## config.mk

```make
export PLATFORM = sky130hd
export DESIGN_NAME = multicycle_ctrl_rv32i
export DESIGN_NICKNAME = d
export VERILOG_FILES = /design/src/rtl/rv32_ctrl_pkg.sv /design/src/rtl/rv32_opdecode.sv /design/src/rtl/multicycle_ctrl_rv32i.sv
export SDC_FILE = /design/constraint.sdc
export NUM_CORES = 1
export LEC_CHECK = 0
export BUFFER_PORTS_ARGS = -buffer_cell sky130_fd_sc_hd__buf_2
export CORE_MARGIN = 5
export CORE_UTILIZATION = 50
export CTS_CLUSTER_DIAMETER = 50
export CTS_CLUSTER_SIZE = 28
export DETAILED_ROUTE_END_ITERATION = 16
export PLACE_DENSITY = 0.81
export SLEW_MARGIN = 40
export SYNTH_ARGS = -nofsm -noshare
export SYNTH_HDL_FRONTEND = slang
export SYNTH_SLANG_ARGS = --single-unit
```

## constraint.sdc

```tcl
create_clock -name clock -period 2.81 [get_ports clock]
set_input_delay 0.281 -clock clock [delete_from_list [all_inputs] [get_ports clock]]
set_output_delay 0.281 -clock clock [all_outputs]
set_load 0.03 [all_outputs]
```

## src/rtl/rv32_ctrl_pkg.sv

```systemverilog
// rv32_ctrl_pkg
// Shared definitions for the RV32I multi-cycle control unit. It holds the
// opcode constants, the immediate-format codes (these match the immediate
// selector's encoding), the writeback source codes, the FSM state encoding,
// the fault cause codes and the coarse instruction classes used for
// sequencing.
package rv32_ctrl_pkg;

  // Major opcodes, instr[6:0]
  localparam logic [6:0] OPC_R      = 7'b0110011;
  localparam logic [6:0] OPC_OPIMM  = 7'b0010011;
  localparam logic [6:0] OPC_LOAD   = 7'b0000011;
  localparam logic [6:0] OPC_JALR   = 7'b1100111;
  localparam logic [6:0] OPC_STORE  = 7'b0100011;
  localparam logic [6:0] OPC_BRANCH = 7'b1100011;
  localparam logic [6:0] OPC_LUI    = 7'b0110111;
  localparam logic [6:0] OPC_AUIPC  = 7'b0010111;
  localparam logic [6:0] OPC_JAL    = 7'b1101111;

  // Immediate formats
  localparam logic [2:0] IMM_I = 3'b000;
  localparam logic [2:0] IMM_S = 3'b001;
  localparam logic [2:0] IMM_B = 3'b010;
  localparam logic [2:0] IMM_U = 3'b011;
  localparam logic [2:0] IMM_J = 3'b100;

  // Writeback sources
  localparam logic [1:0] WB_ALU = 2'b00;
  localparam logic [1:0] WB_MEM = 2'b01;
  localparam logic [1:0] WB_PC4 = 2'b10;
  localparam logic [1:0] WB_IMM = 2'b11;

  typedef enum logic [2:0] {
    ST_IDLE   = 3'd0,
    ST_FETCH  = 3'd1,
    ST_DECODE = 3'd2,
    ST_EXEC   = 3'd3,
    ST_MEM    = 3'd4,
    ST_WB     = 3'd5,
    ST_TRAP   = 3'd6
  } state_t;

  typedef enum logic [1:0] {
    CAUSE_NONE      = 2'b00,
    CAUSE_ILLEGAL   = 2'b01,
    CAUSE_FETCH_TMO = 2'b10,
    CAUSE_DATA_TMO  = 2'b11
  } cause_t;

  // Sequencing class: decides the path taken after EXEC
  typedef enum logic [1:0] {
    CLS_ALU    = 2'd0,
    CLS_LOAD   = 2'd1,
    CLS_STORE  = 2'd2,
    CLS_BRANCH = 2'd3
  } op_class_t;

endpackage

```

## src/rtl/rv32_opdecode.sv

```systemverilog
// rv32_opdecode
// Purely combinational opcode decoder for the multi-cycle controller.
// Ports:
//   opcode   in  7  instr[6:0]
//   immtype  out 3  immediate format code
//   alusrc   out 1  ALU operand B select (1 = immediate)
//   wbsel    out 2  writeback source
//   op_class out 2  sequencing class (ALU/LOAD/STORE/BRANCH)
//   illegal  out 1  opcode is not one of the supported RV32I majors
module rv32_opdecode
  import rv32_ctrl_pkg::*;
(
  input  logic [6:0] opcode,
  output logic [2:0] immtype,
  output logic       alusrc,
  output logic [1:0] wbsel,
  output op_class_t  op_class,
  output logic       illegal
);

  // Fields that an opcode does not care about stay at I-format, rs2, ALU
  always_comb begin
    immtype  = IMM_I;
    alusrc   = 1'b0;
    wbsel    = WB_ALU;
    op_class = CLS_ALU;
    illegal  = 1'b0;
    case (opcode)
      OPC_R: begin
      end
      OPC_OPIMM: begin
        alusrc = 1'b1;
      end
      OPC_LOAD: begin
        alusrc   = 1'b1;
        wbsel    = WB_MEM;
        op_class = CLS_LOAD;
      end
      OPC_JALR: begin
        alusrc = 1'b1;
        wbsel  = WB_PC4;
      end
      OPC_STORE: begin
        immtype  = IMM_S;
        alusrc   = 1'b1;
        op_class = CLS_STORE;
      end
      OPC_BRANCH: begin
        immtype  = IMM_B;
        op_class = CLS_BRANCH;
      end
      OPC_LUI: begin
        immtype = IMM_U;
        wbsel   = WB_IMM;
      end
      OPC_AUIPC: begin
        immtype = IMM_U;
        alusrc  = 1'b1;
      end
      OPC_JAL: begin
        immtype = IMM_J;
        wbsel   = WB_PC4;
      end
      default: begin
        illegal = 1'b1;
      end
    endcase
  end

endmodule

```

## src/rtl/multicycle_ctrl_rv32i.sv

```systemverilog
// multicycle_ctrl_rv32i
// Moore-style multi-cycle control unit for the RV32I core. It sequences
// FETCH, DECODE, EXEC, MEM and WB, and generates the datapath strobes.
// Memory requests wait on a ready handshake guarded by a watchdog. Illegal
// opcodes and memory timeouts park the unit in TRAP until reset.
// Ports:
//   clock        in   rising-edge clock
//   reset        in   asynchronous active-high reset
//   opcode[6:0]  in   instruction register opcode field
//   mem_ready    in   memory completes the current request this cycle
//   cu_state     out  current FSM state (debug)
//   cu_pcwrite, cu_irwrite, cu_branch, cu_regwrite   out  datapath strobes
//   cu_memread, cu_memwrite, cu_iaddr_sel            out  memory interface
//   cu_immtype, cu_alusrc, cu_wbsel   out  registered decode fields
//   cu_trap, cu_cause                 out  sticky fault status
module multicycle_ctrl_rv32i
  import rv32_ctrl_pkg::*;
#(
  parameter int MEM_TIMEOUT = 16
) (
  input  logic       clock,
  input  logic       reset,
  input  logic [6:0] opcode,
  input  logic       mem_ready,
  output logic [2:0] cu_state,
  output logic       cu_pcwrite,
  output logic       cu_irwrite,
  output logic [2:0] cu_immtype,
  output logic       cu_alusrc,
  output logic [1:0] cu_wbsel,
  output logic       cu_branch,
  output logic       cu_regwrite,
  output logic       cu_memread,
  output logic       cu_memwrite,
  output logic       cu_iaddr_sel,
  output logic       cu_trap,
  output logic [1:0] cu_cause
);

  state_t     state, state_next;
  cause_t     cause_q, cause_next;
  logic [7:0] wait_cnt;
  logic [2:0] imm_q;
  logic       alusrc_q;
  logic [1:0] wbsel_q;
  op_class_t  class_q;

  logic [2:0] dec_immtype;
  logic       dec_alusrc;
  logic [1:0] dec_wbsel;
  op_class_t  dec_class;
  logic       dec_illegal;
  logic       timeout;

  rv32_opdecode u_opdecode (
    .opcode   (opcode),
    .immtype  (dec_immtype),
    .alusrc   (dec_alusrc),
    .wbsel    (dec_wbsel),
    .op_class (dec_class),
    .illegal  (dec_illegal)
  );

  // A ready in the final allowed cycle still completes, so the timeout
  // only fires when the counter has reached its limit and ready is low.
  assign timeout = (wait_cnt == 8'(MEM_TIMEOUT - 1)) && !mem_ready;

  // State, cause, wait counter and the decode fields latched in DECODE.
  // The counter restarts on any state change, so it is zero on entry to
  // FETCH or MEM, and counts only the cycles spent waiting for ready.
  always_ff @(posedge clock or posedge reset) begin
    if (reset) begin
      state    <= ST_IDLE;
      cause_q  <= CAUSE_NONE;
      wait_cnt <= 8'd0;
      imm_q    <= IMM_I;
      alusrc_q <= 1'b0;
      wbsel_q  <= WB_ALU;
      class_q  <= CLS_ALU;
    end else begin
      state   <= state_next;
      cause_q <= cause_next;
      if (state_next != state) begin
        wait_cnt <= 8'd0;
      end else if ((state == ST_FETCH || state == ST_MEM) && !mem_ready) begin
        wait_cnt <= wait_cnt + 8'd1;
      end
      if (state == ST_DECODE && !dec_illegal) begin
        imm_q    <= dec_immtype;
        alusrc_q <= dec_alusrc;
        wbsel_q  <= dec_wbsel;
        class_q  <= dec_class;
      end
    end
  end

  // Next-state and strobe generation. Strobes default low; the irwrite and
  // the store pcwrite depend on mem_ready so completion needs no extra cycle.
  always_comb begin
    state_next   = state;
    cause_next   = cause_q;
    cu_pcwrite   = 1'b0;
    cu_irwrite   = 1'b0;
    cu_branch    = 1'b0;
    cu_regwrite  = 1'b0;
    cu_memread   = 1'b0;
    cu_memwrite  = 1'b0;
    cu_iaddr_sel = 1'b0;
    case (state)
      ST_IDLE: begin
        state_next = ST_FETCH;
      end
      ST_FETCH: begin
        cu_memread   = 1'b1;
        cu_iaddr_sel = 1'b1;
        if (mem_ready) begin
          cu_irwrite = 1'b1;
          state_next = ST_DECODE;
        end else if (timeout) begin
          state_next = ST_TRAP;
          cause_next = CAUSE_FETCH_TMO;
        end
      end
      ST_DECODE: begin
        if (dec_illegal) begin
          state_next = ST_TRAP;
          cause_next = CAUSE_ILLEGAL;
        end else begin
          state_next = ST_EXEC;
        end
      end
      ST_EXEC: begin
        case (class_q)
          CLS_LOAD, CLS_STORE: state_next = ST_MEM;
          CLS_BRANCH: begin
            cu_pcwrite = 1'b1;
            cu_branch  = 1'b1;
            state_next = ST_FETCH;
          end
          default: state_next = ST_WB;
        endcase
      end
      ST_MEM: begin
        if (class_q == CLS_STORE) begin
          cu_memwrite = 1'b1;
        end else begin
          cu_memread = 1'b1;
        end
        if (mem_ready) begin
          if (class_q == CLS_STORE) begin
            cu_pcwrite = 1'b1;
            state_next = ST_FETCH;
          end else begin
            state_next = ST_WB;
          end
        end else if (timeout) begin
          state_next = ST_TRAP;
          cause_next = CAUSE_DATA_TMO;
        end
      end
      ST_WB: begin
        cu_regwrite = 1'b1;
        cu_pcwrite  = 1'b1;
        state_next  = ST_FETCH;
      end
      ST_TRAP: begin
        state_next = ST_TRAP;
      end
      default: begin
        state_next = ST_IDLE;
      end
    endcase
  end

  assign cu_state   = state;
  assign cu_immtype = imm_q;
  assign cu_alusrc  = alusrc_q;
  assign cu_wbsel   = wbsel_q;
  assign cu_trap    = (state == ST_TRAP);
  assign cu_cause   = cause_q;

endmodule
```

==> summary.md, run 1 <==
The flow ran to the end, and the final reports show no timing, DRC or antenna violations. Data on the critical path is required at its endpoint by 3.02 ns. The tools report the post-cts hold buffer count as 0. The routed layout has 1239 vias. Entering global routing, the biggest net connects 22 pins. The run gives 0 as the number of warning messages in the yosys log. The flop-to-flop setup slack was 0.61 ns. The clock net in this run drives a total of 21 sinks. I/O pin total: 29. The worst-margin pin slew was 0.596 ns; the total clock buffers created by CTS was 3. In the routed design, unresolved DRC markers number 0.

The post-route fraction of the period consumed by the critical path was 0.783; the antenna cell count was 0. The fraction of final layout cells with drive strength greater than 1 was 0.225; the reported leakage power was 0.000745 uW. The height of the die was 62.7 um; the final global-route overflow total was 0. Leaving out fill and tap cells, the most frequent cell in the layout is buf_2. The area occupied by registers came out at 526 um2.

In this run the worst path has a maximum fanout of 18. The number of pins exceeding their max-slew limit in the final report is 0. The count of buffers added on input and output ports is 28. The wire-length estimate of the detail-placed layout is 2.28 mm.

After synthesis, the mean cell area works out to 9.15 um2. The area added between synthesis and finish was 13.0%; the maximum level of the CTS H-tree was 1. After detailed routing, the number of vias per cell comes to 5.93.

For the synthesized cell area, the log shows 1390 um2. The core region is 2710 um2. The area of all placed cells without fillers is 1570 um2. Post-route core utilization: 0.579. The logs give 0 for the count of instances resized after the clock tree is built and 0 for the number of buffers added for setup after CTS. The proportion of register bits with asynchronous set or reset after synthesis came out at 1.00.

Across the run, the number of max-cap violations was 0. By area the synthesized netlist is led by dfrtp_1, mux2i_1, xor2_1. In the final design database the tool counted 193 nets. The first TritonRoute pass finished after 7 iterations. In this run, synthesis inferred 0 flip-flops with an integrated enable. For the number of standard-cell rows in the floorplan, the log shows 19.

In this run, synthesis produced a sequential element count of 21. Cell taking the most area after synthesis: dfrtp_1. The logs give 166 for the number of nets produced by synthesis and 0 ns for the sum of negative setup slack. The floorplan step defined a die boundary enclosing 3930 um2.

In this run the worst hold path is classified as in2reg. The top cell types in the final layout, fill and taps aside, are buf_2, dfrtp_1, inv_1, nor3_1, nand2_1. The relative max-transition margin was 0.602. The number of distinct library cells after synthesis was 43; the buffer levels on the longest clock path was 2. The run gives 2.40 ns as the endpoint arrival time on the critical path. The count of final hold-check violations is 0, and the post-CTS clock slew at the launch and capture registers of the worst setup and hold paths is 0.12 ns. The worst path in the final design needs a cycle of 2.20 ns, including I/O delays and setup. The via count of the first global-routing pass is 1197, and the fraction of the yosys area taken by sequential cells is 0.378. The kind of launch point of the worst setup path was a register. The worst setup path is captured at a register. The portion of synthesized cell area occupied by the leading cell type was 0.378.

In the final layout, the multi-input gates occupy 773 um2. The initial core utilization was 0.513. TritonCTS built the clock tree.

The maximum operating frequency is 0.455 GHz, and the mean routed wirelength per cell is 14.6 um. IR analysis of the VDD net gives a maximum drop of 0.571 mV. For the overall power consumption, the log shows 1380 uW. The global-route wire length before repair came out at 5.29 mm. For the worst-skew pair, the clock arrives at the later sink with an insertion delay of 0.30 ns.

The tools report the number of antenna violations at the first check in global routing as 0. The global routing usage summed across all routing layers was 0.158; the wire length reported by the detailed router was 3.06 mm. After filler insertion, the fill cell instance count of the layout stands at 232. The cell area power density was 877 nW/um2; the floorplan die width was 62.7 um.

The count of nets left with antenna violations once routing finished came out at 0. Setup repair after global routing left no endpoint under its margin. Setup violations remaining at the end of the flow were counted as 0. In the synthesized netlist, the number of instances is 152. For the DRC marker count from the first detailed-route iteration, the log shows 89.

The standard cell area after detailed placement came out at 1530 um2. Among all flip-flop cells after synthesis, the most frequent one is dfrtp_1. Clock skew on the completed layout was measured at 0.00577 ns.

The tools report the root buffer selected by CTS as clkbuf_4. The critical path is of the reg2reg type. At the end of routability-driven placement, the weighted congestion stood at 0.874.
[critical path, stage by stage (launching register included)]
cell     delay, ns
dfrtp_1       0.65
inv_1         0.22
nor3_1        0.36
o31a_1        0.49
mux2_2        0.39
[worst paths after layout]
| path | startpoint | endpoint | depth (start not counted) |
|---|---|---|---|
| worst min-delay path | opcode[3] | cu_immtype[2] | 3 |
| worst min register to register | cu_wbsel[0] | cu_wbsel[0] | 1 |
| worst max register to register | cu_state[1] | cu_wbsel[0] | 4 |
| max in group asynchronous | reset | wait_cnt[6] | 3 |
| worst max-delay path | cu_state[1] | cu_wbsel[0] | 4 |
| min in group asynchronous | reset | cu_immtype[2] | 3 |
[layer usage]
layer / global-route usage / wire, um / vias to the layer above
li1: - / - / 605
met1: 0.224 / 1380 / 592
met2: 0.236 / 1460 / 38
met3: 0.0378 / 199 / 4
met4: 0.0504 / 20 / 0
met5: 0 / 0 / -
[metrics by stage]
step / hold slack, ns / instances / worst slack (ns)
finish: 0.323 / 209 / 0.611
floorplan: 0.258 / 152 / 0.865
CTS: 0.122 / 208 / 0.638
global placement: 0.457 / 204 / 0.750
detailed placement: 0.471 / 204 / 0.638
global route: 0.319 / 209 / 0.435
[cells in the mapped netlist (4+ instances only)]
cell,count
clkbuf_1,5
inv_1,13
nor2_1,6
mux2i_1,7
xor2_1,8
nand4_1,4
a21oi_1,6
o21ai_0,7
ha_1,4
nand2_1,10
nor3_1,12
nand3_1,5
dfrtp_1,21
[kinds of logic after synthesis]
family / after synthesis / synth area share
compound gates: 28 / 0.146
xor+xnor: 8 / 0.0504
fa+ha+maj: 4 / 0.0360
buf+inv: 21 / 0.0657
flops: 21 / 0.378
mux: 8 / 0.0585
simple gates: 62 / 0.266
[final cells by class]
| cell class | count | area share |
|---|---|---|
| tap | 31 | 0.0247 |
| timing repair buffer | 30 | 0.100 |
| inverter | 13 | 0.0311 |
| clock buffer | 4 | 0.0167 |
| sequential | 21 | 0.335 |
| multi-input combinational | 110 | 0.492 |
[power by group]
part	total (uW)	switching, uW	internal [uW]
Combinational	746	502	244
Sequential	485	111	374
Clock	146	91.1	55.4
Total	1380	704	674
[state kept, by name (all words and copies together), names as in the netlist]
| register | cells |
|---|---|
| cu_wbsel | 2 |
| cu_alusrc | 1 |
| cu_immtype | 3 |
| wait_cnt | 8 |
| class_q | 2 |
| cu_state | 3 |
| cu_cause | 2 |
No activity file was read; power rests on OpenSTA's default activity.
==> run 2, diff against run 1 <==
--- a/config.mk
+++ b/config.mk
@@ -7,11 +7,11 @@
 export LEC_CHECK = 0
 export BUFFER_PORTS_ARGS = -buffer_cell sky130_fd_sc_hd__buf_2
 export CORE_MARGIN = 5
-export CORE_UTILIZATION = 50
+export CORE_UTILIZATION = 49
 export CTS_CLUSTER_DIAMETER = 50
 export CTS_CLUSTER_SIZE = 28
 export DETAILED_ROUTE_END_ITERATION = 16
-export PLACE_DENSITY = 0.81
+export PLACE_DENSITY = 0.83
 export SLEW_MARGIN = 40
 export SYNTH_ARGS = -nofsm -noshare
 export SYNTH_HDL_FRONTEND = slang
==> constraint.sdc (replaced) <==
create_clock -name clock -period 2.02 [get_ports clock]
set_input_delay 0.202 -clock clock [delete_from_list [all_inputs] [get_ports clock]]
set_output_delay 0.202 -clock clock [all_outputs]
set_load 0.03 [all_outputs]
==> run 2 against run 1 <==
  * Critical path depth unchanged
  * Global-route usage decreased by 0.11 points
  * Utilization increased by 1.7 points
  * Sequential cell count unchanged
  * Clock skew increased by 0.0013 ns
  * Routed wire length increased by 6.0%
  * Sequential share of layout area decreased by 1.1 points
  * Cell count increased by 2.9%
  * Clock power increased by 35%
  * Die area increased by 1.7%
  * Worst setup slack got worse by 0.56 ns
  * Combinational power increased by 54%
==> summary.md, run 2 (synthesis results as in run 1) <==
Number of nets in the final layout: 199 (+3.1%). For the endpoint arrival time on the critical path, the log shows 2.14 ns (-0.26 ns). For the wire length reported by the detailed router, the log shows 3.24 mm (+6.0%). Final critical delay including setup and external delays: 1.97 ns (-0.231 ns). The clock sink total was 21 (unchanged). Ranked by flip-flop count, first place goes to wait_cnt.

The area taken by multi-input logic gates came out at 787 um2 (+1.8%). Global-route wire length before repair: 5.37 mm (+1.4%). The peak fanout along the critical path is 8 (-10). For the final global-route overflow total, the log shows 0 (unchanged).

The commonest non-fill, non-tap cell in the layout was buf_2. The count of max-cap constraint violations is 0 (unchanged). The quantity of I/O buffers inserted on ports was 28 (unchanged). Antenna violation net count after detailed routing: 0 (unchanged). The run gives 0.576 (+0.034) as the proportion of power drawn by combinational gates. The tools report the worst-skew pair later-pin latency as 0.30 ns (about the same). The number of buffer and inverter stages on the critical path is 0 (-1), and the post-route fraction of the period consumed by the critical path is 0.975 (+0.192). The clock group share of total power was 0.099 (-0.007); the DRC marker count from the first detailed-route iteration was 118 (+33%). The detailed-routed wire length on met2 came out at 1.51 mm (+3.9%). The buffer levels on the longest clock path is 2 (unchanged). Worst path required time: 2.19 ns (-0.83 ns). The run gives 0.157 (-0.00107) as the global routing usage summed across all routing layers. On the critical path, the stage with the largest delay is an instance of or4b_4.

The I/O pin total was 29 (unchanged); the worst-margin pin slew was 0.597 ns (+0.00137 ns). The cell-internal power was 999 uW (+48%); the post-layout worst setup margin was 0.0515 ns (-0.559 ns). For the maximum number of pins on one net before global-route repair, the log shows 22 (unchanged).

The detailed placer's ending HPWL is 2.32 mm (+1.8%), and the mean routed wirelength per cell is 15.1 um (+3.0%). The number of standard-cell rows in the floorplan was 19 (unchanged). The run gives 528 um2 (+0.48%) as the area occupied by registers. The number of filler instances in the final layout is 234 (+0.86%), and the floorplan die width is 63.3 um (+0.85%).

The antenna cell count was 0 (unchanged). Maximum cell stage delay along the critical path: 0.54 ns (-0.11 ns). The via count of the first global-routing pass came out at 1202 (+0.42%). The worst hold path belongs to the class in2reg. Initial core utilization: 0.508 (-0.00446). For the standard cell area after detailed placement, the log shows 1570 um2 (+2.4%). On the critical path the largest part of the delay comes from simple AND/OR/NAND/NOR gates.

Count of final hold-check violations: 0 (unchanged). The cell area power density was 1230 nW/um2 (+40%). The root buffer selected by CTS was clkbuf_4. Routed via count divided by cell count: 5.95 (+0.35%).

The total iterations of the first detailed-routing run is 4 (-3), and the net switching power is 1000 uW (+42%). Leaving out fill and tap cells, the most frequent cells in the layout are buf_2, dfrtp_1, inv_1, nor3_1, nand2_1. The critical path is of the reg2reg type. The flip-flop count of the largest register, all copies and words added came out at 8 (unchanged).

For the total via count after detailed routing, the log shows 1279 (+3.2%). The height of the die was 63.3 um (+0.85%); the routability congestion estimate from global placement was 0.897 (+2.6%). The switching share of power is 0.501 (-0.0102), and the remaining design rule violation count is 0 (unchanged). The maximum operating frequency came out at 0.508 GHz (+12%). The run gives 0 (unchanged) as the count of endpoints failing setup in the final report. The run gives 4000 um2 (+1.7%) as the floorplan die area.

The area of the core is 2730 um2 (+0.88%), and the peak supply drop is 1.08 mV (+90%). The flow ran to the end, and the final reports show no timing, DRC or antenna violations. The run gives 1630 um2 (+3.9%) as the area of all placed cells without fillers. The part of the power in registers was 0.325 (-0.027). Setup repair after global routing could not meet its margin everywhere. The logs give 0 (unchanged) for the number of pins exceeding their max-slew limit in the final report and 0.0407 ns (-0.598 ns) for the worst setup slack before clock tree synthesis. The highest metal layer carrying signal wires in the routed design is met4. The category of the worst setup path capture point is a register. The total clock buffers created by CTS was 3 (unchanged); the clock tree skew after final layout was 0.00707 ns (+0.00130 ns). The post-CTS clock slew at the launch and capture registers of the worst setup and hold paths was 0.11 ns (about the same). The number of antenna violations at the first check in global routing was 0 (unchanged). The kind of launch point of the worst setup path is a register.

The maximum level of the CTS H-tree came out at 1 (unchanged). From synthesis to final layout, the design area changed by 17.4%. The tools report the detailed-routing wirelength on met1 as 1.49 mm (+7.7%). TritonCTS built the clock tree. The logs give 215 (+2.9%) for the count of non-filler cells in the finished layout and 209 (+2.5%) for the total instance count after detailed placement. The fraction of final layout cells with drive strength greater than 1 works out to 0.272 (+0.0470). Traced cell by cell, the critical path runs through or4b_4 > or4_4 > o211ai_4 > nor3_1. The tools report the reported leakage power as 0.000779 uW (+4.5%).

The amount of wire on met3 after detailed routing was 221 um (+11%); the relative max-transition margin was 0.592 (-0.00986).
==> run 2: changes by cell type in the layout (fill, tap and decap cells not counted) <==
cell,previous run,this run
nor2b_2,0,1
buf_4,1,7
o311a_4,0,1
nor2b_1,1,0
dfrtp_2,0,2
o311a_1,1,0
dfrtp_1,21,19
==> run 2: per-stage QoR <==
stage	utilization	total power, uW	hold WS, ns	setup TNS (ns)
2_1_floorplan	-	1440	0.179	0
3_3_place_gp	0.575	1730	0.365	0
3_5_place_dp	0.575	1770	0.385	0
4_1_cts	0.584	1970	0.0502	0
5_1_grt	0.597	2150	0.241	-0.0307
6_report	0.597	2000	0.231	0
==> run 2: area by class of cell <==
cell class                 instances  area share
timing repair buffer              36       0.124
clock buffer                       4      0.0161
inverter                          13      0.0299
sequential                        21       0.324
tap                               31      0.0238
multi-input combinational        110       0.482
==> run 2: metal layers <==
metal | vias up | GRT usage
met5 | - | 0
met4 | 0 | 0.0312
met3 | 4 | 0.0320
met2 | 46 | 0.246
met1 | 607 | 0.224
li1 | 622 | -
==> run 2: path summary, 6_finish.rpt <==
check                      cells past startpoint  slack (ns)         from            end
min reg2reg                                    1        0.53  cu_wbsel[0]    cu_wbsel[0]
max in group asynchronous                      3        1.27        reset    cu_state[0]
max reg2reg                                    4        0.05  wait_cnt[6]    wait_cnt[6]
min in group asynchronous                      3        0.43        reset    cu_cause[1]
min                                            3        0.23    opcode[3]  cu_immtype[2]
max                                            4        0.05  wait_cnt[6]    wait_cnt[6]
==> run 2: power groups by stage <==
stage,clock (uW),sequential [uW],combinational (uW)
after global placement,0,643,1090
final,197,651,1150
after CTS,206,646,1120
after floorplan,0,744,697
after detailed placement,0,653,1120
after global routing,228,674,1240
==> run 2: what timing repair did <==
item / in CTS / in global routing
gates resized for setup: 0 / 4
setup buffers: 0 / 1
hold buffers: 0 / 1
hold endpoints to repair: 0 / 21
endpoints found under the setup margin: 0 / 10
==> run 2: worst reg2reg max path, cell delays in order, from the launching register on <==
cell and delay [ns]:
dfrtp_1 0.43, or4b_4 0.54, or4_4 0.47, o211ai_4 0.31, nor3_1 0.10
==> run 3, diff against run 2 <==
--- a/config.mk
+++ b/config.mk
@@ -11,6 +11,8 @@
 export CTS_CLUSTER_DIAMETER = 50
 export CTS_CLUSTER_SIZE = 28
 export DETAILED_ROUTE_END_ITERATION = 16
+export GPL_ROUTABILITY_DRIVEN = 0
+export MAX_ROUTING_LAYER = met4
 export PLACE_DENSITY = 0.83
 export SLEW_MARGIN = 40
 export SYNTH_ARGS = -nofsm -noshare
==> run 3 against run 2 <==
  * Die area stayed put
  * Power is essentially flat
  * Maximum frequency is 0.42% higher
  * Global-route usage grew 0.43 points
  * Critical path depth unchanged
  * Clock power barely moved
  * Register-to-register slack barely moved
  * Sequential power hardly changed
  * Routed wire length is 0.19% higher
  * Sequential cell count unchanged
  * Largest power group unchanged
==> summary.md, run 3 (synthesis results as in run 1) <==
The cell sitting at the root of the clock tree is a clkbuf_4. The initial core utilization was 0.508 (unchanged). The flip-flop count of the largest register, all copies and words added is 8 (unchanged).

The total iterations of the first detailed-routing run was 4 (unchanged). The tools report the global routing usage summed across all routing layers as 0.161 (+0.00431). The detailed-routed wire length on met2 is 1.51 mm (-0.33%), and the number of pins exceeding their max-slew limit in the final report is 0 (unchanged). The category of the worst setup path capture point was a register. The logs give 19 (unchanged) for the number of standard-cell rows in the floorplan and 3.25 mm (+0.19%) for the wire length reported by the detailed router. Mean routed wirelength per cell: 15.1 um (+0.19%). Number of nets in the final layout: 199 (unchanged). The run gives 2.32 mm (unchanged) as the detailed placer's ending HPWL. The flow ran to the end, and the final reports show no timing, DRC or antenna violations. The library cell used most frequently in the layout, excluding fill and tap cells, is buf_2. The buffer levels on the longest clock path was 2 (unchanged). STA classifies the critical path startpoint as a register. The count of max-cap constraint violations was 0 (unchanged); the antenna cell count was 0 (unchanged). The run gives 4000 um2 (unchanged) as the floorplan die area. The path class of the tightest hold or removal check is in2reg. The DRC marker count from the first detailed-route iteration was 86 (-27%); the maximum level of the CTS H-tree was 1 (unchanged). Walking the worst path, the cells encountered are or4b_4 > or4_4 > o211ai_4 > nor3_1. Cell area power density: 1230 nW/um2 (about the same). The total clock buffers created by CTS was 3 (unchanged). The logs give 0.590 (-0.00127) for the relative max-transition margin and 193 um (-13%) for the amount of wire on met3 after detailed routing. For the final-layout worst hold slack, the log shows 0.231 ns (-0.000472 ns). The slowest stage of the critical path is the or4b_4 cell.

The fraction of final layout cells with drive strength greater than 1 is 0.272 (unchanged). For the antenna violation net count after detailed routing, the log shows 0 (unchanged). The count of non-filler cells in the finished layout is 215 (unchanged). The reported leakage power came out at 0.000779 uW (unchanged).

The worst-skew pair later-pin latency is 0.29 ns (about the same), and the worst-margin pin slew is 0.599 ns (+0.00186 ns). The detailed-routing wirelength on met1 was 1.53 mm (+2.6%). TritonCTS built the clock tree. The total via count after detailed routing is 1274 (-0.39%). The number of antenna violations at the first check in global routing was 0 (unchanged); the area added between synthesis and finish was 17.4% (unchanged).

The maximum cell stage delay along the critical path was 0.54 ns (about the same); the peak supply drop was 1.08 mV (+0.11%). The peak fanout along the critical path works out to 8 (unchanged). The run gives 0 (unchanged) as the count of final hold-check violations. Setup repair after global routing could not meet its margin everywhere. The post-route fraction of the period consumed by the critical path was 0.970 (-0.00411). The run gives 22 (unchanged) as the maximum number of pins on one net before global-route repair. The endpoint arrival time on the critical path was 2.13 ns (about the same). The logs give 0.510 GHz (+0.42%) for the maximum operating frequency and 0 (unchanged) for the count of endpoints failing setup in the final report. The I/O pin total is 29 (unchanged), and the routed via count divided by cell count is 5.93 (-0.39%). Signal routing reaches up to met4. The register name with the most flops is wait_cnt.

The total instance count after detailed placement was 209 (unchanged); the area of the core was 2730 um2 (unchanged). The setup path with the least slack is of type reg2reg. The global-route wire length before repair is 5.37 mm (unchanged), and the remaining design rule violation count is 0 (unchanged). The run gives 21 (unchanged) as the clock sink total. The logs give 0.06 ns (about the same) for the flop-to-flop setup slack and 0.00548 ns (-0.00160 ns) for the clock tree skew after final layout. The final critical delay including setup and external delays came out at 1.96 ns (-0.00830 ns). Post-CTS clock slew at the launch and capture registers of the worst setup and hold paths: 0.11 ns (about the same). The via count of the first global-routing pass was 1204 (+0.17%); the worst path required time was 2.19 ns (about the same). The height of the die was 63.3 um (unchanged); the final global-route overflow total was 0 (unchanged). The floorplan die width is 63.3 um (unchanged). In the layout the commonest cells are buf_2, dfrtp_1, inv_1, nor3_1, nand2_1. The quantity of I/O buffers inserted on ports is 28 (unchanged).
==> run 3: stage by stage <==
stage	setup TNS [ns]	util	power, uW	setup slack (ns)	instance area [um2]
final	0	0.597	2000	0.0598	1630
after floorplan	0	-	1440	0.119	1390
after global placement	0	0.575	1730	0.0988	1570
after global routing	-0.0307	0.597	2150	-0.0185	1630
after detailed placement	0	0.575	1770	0.0407	1570
after CTS	0	0.584	1970	0.00590	1600
==> run 3: cell type report <==
type                            instances  area (um2)
Clock buffer                            4        26.3
Fill cell                             234        1100
Inverter                               13        48.8
Multi-Input combinational cell        110         787
Sequential cell                        21         528
Tap cell                               31        38.8
Timing Repair Buffer                   36         203
==> run 3: worst paths after layout <==
path	cells after the start	to	from
min reg2reg	1	cu_wbsel[0]	cu_wbsel[0]
min in group asynchronous	3	cu_cause[1]	reset
max reg2reg	4	wait_cnt[6]	wait_cnt[6]
max	4	wait_cnt[6]	wait_cnt[6]
min	3	cu_immtype[2]	opcode[3]
max in group asynchronous	3	cu_state[0]	reset
==> run 3: routing by layer <==
layer,global-route usage,vias to the layer above
li1,-,620
met1,0.225,610
met2,0.247,40
met3,0.0284,4
met4,0.0312,0
met5,-,-
==> run 3: power by group <==
group	switching, uW	total [uW]	internal [uW]
logic	755	1150	397
clock network	121	197	76.7
registers	126	651	525
==> run 3: critical path, delay by kind of cell (launching register included) <==
family	cells	cell delay (ns)
flip-flops	1	0.43
AND/OR/NAND/NOR	3	1.11
AO/OA/AOI/OAI	1	0.30
==> run 3: what timing repair did <==
| item | CTS | global route |
|---|---|---|
| gates resized for setup | 0 | 4 |
| hold buffers | 0 | 1 |
| endpoints found under the hold margin | 0 | 21 |
| setup endpoints to repair | 0 | 10 |
| setup buffers | 0 | 1 |
